==> config.mk <==
export PLATFORM = sky130hd
export DESIGN_NAME = fetch_prefetch_queue
export DESIGN_NICKNAME = d
export VERILOG_FILES = /design/src/rtl/fetch_prefetch_queue.sv
export SDC_FILE = /design/constraint.sdc
export NUM_CORES = 1
export LEC_CHECK = 0
export CAP_MARGIN = 10
export CORE_MARGIN = 3
export CORE_UTILIZATION = 34
export DETAILED_ROUTE_END_ITERATION = 10
export PLACE_DENSITY = 0.55
export REMOVE_ABC_BUFFERS = 1
export SETUP_SLACK_MARGIN = 0.3
export SYNTH_ARGS = -nofsm -noshare
export SYNTH_HDL_FRONTEND = slang
export SYNTH_SLANG_ARGS = --single-unit
==> constraint.sdc <==
create_clock -name clk -period 3 [get_ports clk]
set_clock_uncertainty 0.1 [all_clocks]
set_input_delay 0.6 -clock clk [delete_from_list [all_inputs] [get_ports clk]]
set_output_delay 0.6 -clock clk [all_outputs]
set_load 0.03 [all_outputs]
==> src/rtl/fetch_prefetch_queue.sv <==
// Instruction fetch stage: owns the fetch PC, issues one outstanding imem request at a time,
// and queues returned instructions for decode. Handles redirect/flush, stale-response drop and HALT.
module fetch_prefetch_queue #(
    parameter int               ADDR_W   = 16,
    parameter int               INSTR_W  = 16,
    parameter int               DEPTH    = 4,
    parameter logic [ADDR_W-1:0] RESET_PC = '0,
    parameter int               PC_INC   = 2,
    parameter logic [4:0]       HALT_OP  = 5'b00000
) (
    input  logic               clk,
    input  logic               rst,
    output logic               imem_req,
    output logic [ADDR_W-1:0]  imem_addr,
    input  logic               imem_rdy,
    input  logic               imem_rvalid,
    input  logic [INSTR_W-1:0] imem_rdata,
    input  logic               redirect_valid,
    input  logic [ADDR_W-1:0]  redirect_pc,
    output logic               out_valid,
    output logic [INSTR_W-1:0] out_instr,
    output logic [ADDR_W-1:0]  out_pc,
    output logic [ADDR_W-1:0]  out_pc_next,
    input  logic               out_ready,
    output logic               halted
);

    localparam int PTR_W = $clog2(DEPTH);
    localparam int CNT_W = PTR_W + 1;

    typedef enum logic [1:0] {ST_IDLE, ST_WAIT, ST_DROP, ST_HALTED} state_t;

    state_t              state_reg, state_next;
    logic [ADDR_W-1:0]   fetch_pc_reg, fetch_pc_next;
    logic [ADDR_W-1:0]   req_pc_reg, req_pc_next;
    logic [PTR_W-1:0]    wr_ptr_reg, rd_ptr_reg;
    logic [CNT_W-1:0]    count_reg;

    logic [INSTR_W-1:0]  fifo_instr [DEPTH];
    logic [ADDR_W-1:0]   fifo_pc    [DEPTH];

    logic accept, push, pop, is_halt;

    assign is_halt = (imem_rdata[INSTR_W-1 -: 5] == HALT_OP);

    // Space is reserved at issue, so a later push can never overflow the queue.
    assign imem_req  = !rst && (state_reg == ST_IDLE) && (count_reg < CNT_W'(DEPTH)) && !redirect_valid;
    assign imem_addr = fetch_pc_reg;
    assign accept    = imem_req && imem_rdy;
    assign push      = (state_reg == ST_WAIT) && imem_rvalid && !redirect_valid;
    assign pop       = out_valid && out_ready && !redirect_valid;
    assign halted    = (state_reg == ST_HALTED);

    always_comb begin
        state_next    = state_reg;
        fetch_pc_next = fetch_pc_reg;
        req_pc_next   = req_pc_reg;
        if (redirect_valid) begin
            fetch_pc_next = redirect_pc;
            // An outstanding request must still be drained unless its response lands right now.
            case (state_reg)
                ST_WAIT, ST_DROP: state_next = imem_rvalid ? ST_IDLE : ST_DROP;
                default:          state_next = ST_IDLE;
            endcase
        end else begin
            case (state_reg)
                ST_IDLE: begin
                    if (accept) begin
                        fetch_pc_next = fetch_pc_reg + ADDR_W'(PC_INC);
                        req_pc_next   = fetch_pc_reg;
                        state_next    = ST_WAIT;
                    end
                end
                ST_WAIT: begin
                    if (imem_rvalid) state_next = is_halt ? ST_HALTED : ST_IDLE;
                end
                ST_DROP: begin
                    if (imem_rvalid) state_next = ST_IDLE;
                end
                default: ;
            endcase
        end
    end

    always_ff @(posedge clk or posedge rst) begin
        if (rst) begin
            state_reg    <= ST_IDLE;
            fetch_pc_reg <= RESET_PC;
            req_pc_reg   <= RESET_PC;
        end else begin
            state_reg    <= state_next;
            fetch_pc_reg <= fetch_pc_next;
            req_pc_reg   <= req_pc_next;
        end
    end

    always_ff @(posedge clk or posedge rst) begin
        if (rst) begin
            wr_ptr_reg <= '0;
            rd_ptr_reg <= '0;
            count_reg  <= '0;
        end else if (redirect_valid) begin
            wr_ptr_reg <= '0;
            rd_ptr_reg <= '0;
            count_reg  <= '0;
        end else begin
            if (push) wr_ptr_reg <= wr_ptr_reg + PTR_W'(1);
            if (pop)  rd_ptr_reg <= rd_ptr_reg + PTR_W'(1);
            case ({push, pop})
                2'b10:   count_reg <= count_reg + CNT_W'(1);
                2'b01:   count_reg <= count_reg - CNT_W'(1);
                default: ;
            endcase
        end
    end

    // Storage carries no reset; the head is masked to zero whenever the queue is empty.
    always_ff @(posedge clk) begin
        if (push) begin
            fifo_instr[wr_ptr_reg] <= imem_rdata;
            fifo_pc[wr_ptr_reg]    <= req_pc_reg;
        end
    end

    assign out_valid   = (count_reg != '0);
    assign out_instr   = out_valid ? fifo_instr[rd_ptr_reg] : '0;
    assign out_pc      = out_valid ? fifo_pc[rd_ptr_reg] : '0;
    assign out_pc_next = out_pc + ADDR_W'(PC_INC);

endmodule
Word level (Yosys, flattened, before mapping)
Memory sizes are Yosys's and may differ from the RTL's.
Index checks and enable logic that the tools add are counted.

word-level totals
  flip-flop bits (word level) = 41
  RAM bits = 128
  output and inout port bits = 67
  memories kept = 2

memories
  name        words  width  rd ports  clocked after memory_dff  write ports  RTL line  RTL
  fifo_instr  4      16     1         0                         1            39        logic [INSTR_W-1:0] fifo_instr [DEPTH];
  fifo_pc     4      16     1         0                         1            40        logic [ADDR_W-1:0] fifo_pc [DEPTH];

operators by class
  add/subtract/negate cells = 6
  $lt $le $gt $ge = 1
  eq/ne operators = 8
  muxes and demuxes = 21
  bitwise logic cells = 1
  reduce and logical (&&, ||, !) cells = 23

operators by type and width
  kind                     count
  $mux W16                 5
  $add A16 B2 Y16 const B  2
  $mux W2                  11
  $ne A3 B3 Y1 const B     3
  $logic_and A1 B1 Y1      8
  $reduce_bool A2 Y1       4
  $eq A2 B2 Y1 const B     3
  $pmux W2 S3              1
  $pmux W3 S2              1
  $reduce_bool A3 Y1       2
  $logic_not A5 Y1         1
  $add A2 B1 Y2 const B    2
  $eq A2 B1 Y1 const B     2
  $reduce_and A4 Y1        1
  $reduce_bool A4 Y1       1
  $add A3 B1 Y3 const B    1
  $lt A3 B3 Y1 const B     1
  $mux W3                  1
  $reduce_and A3 Y1        1
  $sub A3 B1 Y3 const B    1
  $logic_not A1 Y1         2
  $logic_not A2 Y1         1
  $mux W1                  2
  $reduce_and A2 Y1        1
  other kinds (2)          2

Longest topological paths before layout
  depth after elaboration = 8
  depth in mapped cells = 11
  mapped depth without buffers = 10

Worst setup path after synthesis
OpenSTA, ideal clock, no wires.

  path kind = flip-flop to output port
  start point = register count_reg[0]
  end point = output out_pc_next[9]
  arrival = 3.392 ns
  required time = 2.300 ns
  setup slack = -1.092 ns
  stages on the path, launching flop included = 12
  path buffers = 1
  cells stage by stage = dfrtp_1 -> nor3_4 -> inv_1 -> clkbuf_1 -> nand2_1 -> inv_1 -> ha_1 -> and2b_2 -> o2bb2ai_2 -> o2111ai_4 -> or3_1 -> a21oi_1

between the ends
  longest elaborated chain between the ends = 3

ends and longest elaborated chain
  what                      RTL line  RTL
  start: declaration        37        logic [CNT_W-1:0] count_reg;
  start signal: assignment  110       2'b10: count_reg <= count_reg + CNT_W'(1);
  start signal: assignment  111       2'b01: count_reg <= count_reg - CNT_W'(1);
  $reduce_bool A3 Y1        125       assign out_valid = (count_reg != '0);
  via out_valid             20        output logic out_valid,
  $mux W16                  127       assign out_pc = out_valid ? fifo_pc[rd_ptr_reg] : '0;
  via out_pc[1]             22        output logic [ADDR_W-1:0] out_pc,
  $add A16 B2 Y16           128       assign out_pc_next = out_pc + ADDR_W'(PC_INC);
  end: declaration          23        output logic [ADDR_W-1:0] out_pc_next,

The timed path passes the listed nets, and every way through them passes these cells.

Final worst setup path
  start point = register rd_ptr_reg[0]
  end point = output out_pc_next[9]

between the ends
  longest elaborated chain between the ends = 3

ends and longest elaborated chain
  what                      RTL line  RTL
  start: declaration        36        logic [PTR_W-1:0] wr_ptr_reg, rd_ptr_reg;
  start signal: assignment  108       if (pop) rd_ptr_reg <= rd_ptr_reg + PTR_W'(1);
  $mem_v2 Z4 W16            n/a
  $mux W16                  127
  $add A16 B2 Y16           128

Every way passes these cells.

==> summary.md <==
| Metric | Value |
|---|---|
| Worst Reg-to-Reg Cells | `7` |
| Largest net degree at the start of global routing | `33` |
| Final Max Slew Viols | `0` |
| Commonest cells after routing, fill and taps aside | `edfxtp_1, nand2_1, buf_4` |
| Syn Inst Count | `510` |
| #FFs+latches synth | `169` |
| Ant diodes | `0` |
| Fin worst setup slack | `-405 ps` |
| Largest family of logic cells by synthesized area | `simple AND/OR/NAND/NOR gates` |
| Layout area overhead | `31.8%` |
| Worst EP arrival | `2700 ps` |
| Reg area | `4870 um^2` |
| Type of the worst setup path | `reg2out` |
| Quantity of I/O buffers inserted on ports | `104` |
| Grt ovf | `0` |
| Initial DRT Pass Iterations | `4` |
| Largest cells by area after synthesis | `edfxtp_1, dfrtp_1, mux4_2` |
| Post-synthesis mux area share | `0.118` |
| Number of synthesized flops with an enable pin | `128` |
| Vias per inst | `4.91` |
| Finished Layout Cells | `950` |
| Post-route ant nets | `0` |
| Slew headroom | `0.540` |
| Fin crit share | `1.13` |
| Mapped cell area | `7540 um^2` |
| Core ar. | `21400 um^2` |
| Synth async-reset ratio | `0.243` |
| GP Congestion | `0.774` |
| Min-delay worst type | `reg2reg` |
| First-pass GRT wire length | `26.8 mm` |
| Worst-Margin Slew | `689 ps` |
| DRC viols | `0` |
| FP Rows | `53` |
| Max Fclk | `0.294 GHz` |
| Max-cap check violation count | `0` |
| Syn_area_per_cell | `14.8 um^2` |
| VDD IR max | `0.392 mV` |
| Violation count after the first detailed-route iteration | `234` |
| DP Worst Slack | `-557 ps` |
| Top Ports | `105` |
| Status | `finished, violations left` |
| Die Span X | `155 um` |
| Area of the multi-input gates | `2520 um^2` |
| Clock latency on the worst-skew pair | `420 ps` |
| CP Capture Point | `out_pc_next[9]` |
| R2R Path Start | `state_reg[0]` |
| Total CTS buffers | `17` |
| Failing checks | `negative setup slack` |
| Die ar. | `24000 um^2` |
| Post-Synth XOR/XNOR Area | `0.0232` |
| Total Wirelength | `16.6 mm` |
| Synth cell types | `55` |
| R2R Setup Slk | `710 ps` |
| DR vias | `4665` |
| Post-synthesis simple-gate area fraction | `0.130` |
| Clk slew on worst S/H paths | `60 ps` |
| CTS Buffer Depth | `2` |
| Fin nets | `712` |
| Vias in the first global route | `4926` |
| Filler instances | `1885` |
| Compound-Gate Fraction of Synth Area | `0.0380` |
| Clk sinks | `169` |
| Sequential-to-total area share from yosys stat | `0.646` |
| Total GRT Usage | `0.144` |
| Power Density | `735 nW/um^2` |
| Root buffer cell | `clkbuf_16` |
| Crit-path max FO | `5` |
| Area post-placement | `9160 um^2` |
| Initial antenna violation count | `0` |
| CP startpoint | `rd_ptr_reg[0]` |
| CTS tree | `built` |
| Capturing point of the worst reg2reg path | `imem_addr[8]` |
| Finished Cell Area | `9930 um^2` |
| Hold buffers post-CTS | `0` |
| Hold Crit Start | `imem_addr[0]` |
| H-Tree Depth | `4` |
| DP HPWL | `11.1 mm` |
| Share of cells above drive strength 1 | `0.283` |
| Yosys top cell area share | `0.510` |
| Die Ht | `155 um` |
| Hold Violations, Final | `0` |
| RSZ-0062 raised after global routing | `yes` |
| CP endpoint kind | `output pin` |
| Placed Cells incl. Taps | `908` |
| Post-synthesis adder-cell area fraction | `0.0193` |
| Req. time, crit path | `2300 ps` |
| Starting Density | `0.352` |
| Total chip power | `7300 uW` |
| Commonest non-fill, non-tap cell in the layout | `edfxtp_1` |
| YS warnings | `0` |
| Startpoint Class | `flip-flop` |
| Setup violators final | `11` |
| Min Tclk post-route | `3400 ps` |
| Most used DFF post-synth | `edfxtp_1` |
| Top flop regs | `fifo_instr: 64 flops, fifo_pc: 64 flops` |
| Leak pwr | `0.00389 uW` |
| WL/cell | `17.5 um` |
| Leading area contributor after synthesis | `edfxtp_1` |
==> how the worst min path moves through the flow <==
stage                     endpoint  slack, ps  depth (start not counted)
detailed placement  fifo_pc[2][14]        420                          0
CTS                 fifo_pc[3][14]        440                          0
floorplan            fifo_pc[0][0]        380                          0
global placement    fifo_pc[1][12]        390                          0
global route        fifo_pc[1][14]        450                          0
finish               req_pc_reg[0]        430                          2
==> power breakdown <==
part | total [uW] | internal, uW | switching (uW)
Sequential | 3050 | 2820 | 227
Combinational | 2160 | 989 | 1180
Clock | 2090 | 1210 | 872
==> cell usage after synthesis (all sizes together) (2+ instances only) <==
| library cell | instances |
|---|---|
| nand2b | 5 |
| nand3b | 2 |
| nor4b | 3 |
| nor4 | 3 |
| buf | 13 |
| nand3 | 8 |
| a31oi | 2 |
| and3 | 2 |
| inv | 14 |
| xnor2 | 10 |
| nor2 | 23 |
| o21ai | 16 |
| ha | 10 |
| xor2 | 10 |
| mux2i | 6 |
| dfrtp | 41 |
| o22ai | 2 |
| a221o | 5 |
| nand4 | 5 |
| nand2 | 92 |
| a21oi | 6 |
| and2 | 35 |
| mux4 | 34 |
| o311ai | 2 |
| nor3 | 6 |
| edfxtp | 128 |
| mux2 | 3 |
| clkbuf | 9 |
| or3 | 2 |
==> critical path, cell delays in order, from the launching register on <==
cell and delay, ps:
dfrtp_2 430, mux4_2 340, and2_4 160, ha_4 140
and2b_2 160, o2bb2ai_4 130, o2111ai_4 150, buf_6 170
or3_1 310, a21oi_2 140, buf_6 140
==> logic make-up after synthesis <==
group / count (synthesis)
buffers and inverters: 36
multiplexers: 43
XOR/XNOR: 20
AO/OA/AOI/OAI: 40
AND/OR/NAND/NOR: 191
adder cells (fa/ha/maj): 11
flip-flops: 169
==> metrics by stage <==
stage / utilization / TNS, ps / hold slack, ps
6_report: 0.464 / -3160 / 425
5_1_grt: 0.464 / -5050 / 451
4_1_cts: 0.461 / -6880 / 435
3_5_place_dp: 0.428 / -962 / 418
3_3_place_gp: 0.428 / -801 / 393
2_1_floorplan: - / -23110 / 376
==> layout make-up <==
class                      count  area share
tap                          275      0.0346
sequential                   169       0.491
inverter                      14     0.00554
clock inverter                13      0.0131
timing repair buffer         156       0.159
clock buffer                  18      0.0432
multi-input combinational    305       0.254
==> layer usage <==
metal  wire length (um)  track usage  up-vias  share of wire
met5                  0            0        -              0
met4                209       0.0404        0          0.013
met3                825       0.0417       13          0.050
met2               8240        0.235      132           0.50
met1               7360        0.188     2337           0.44
li1                   -            -     2183              -
==> repair_timing <==
item	in CTS	in global routing
gates resized for setup	134	18
pin swaps	10	3
setup buffers	10	1
endpoints found under the setup margin	46	44
(Power assumes the default switching activity.)
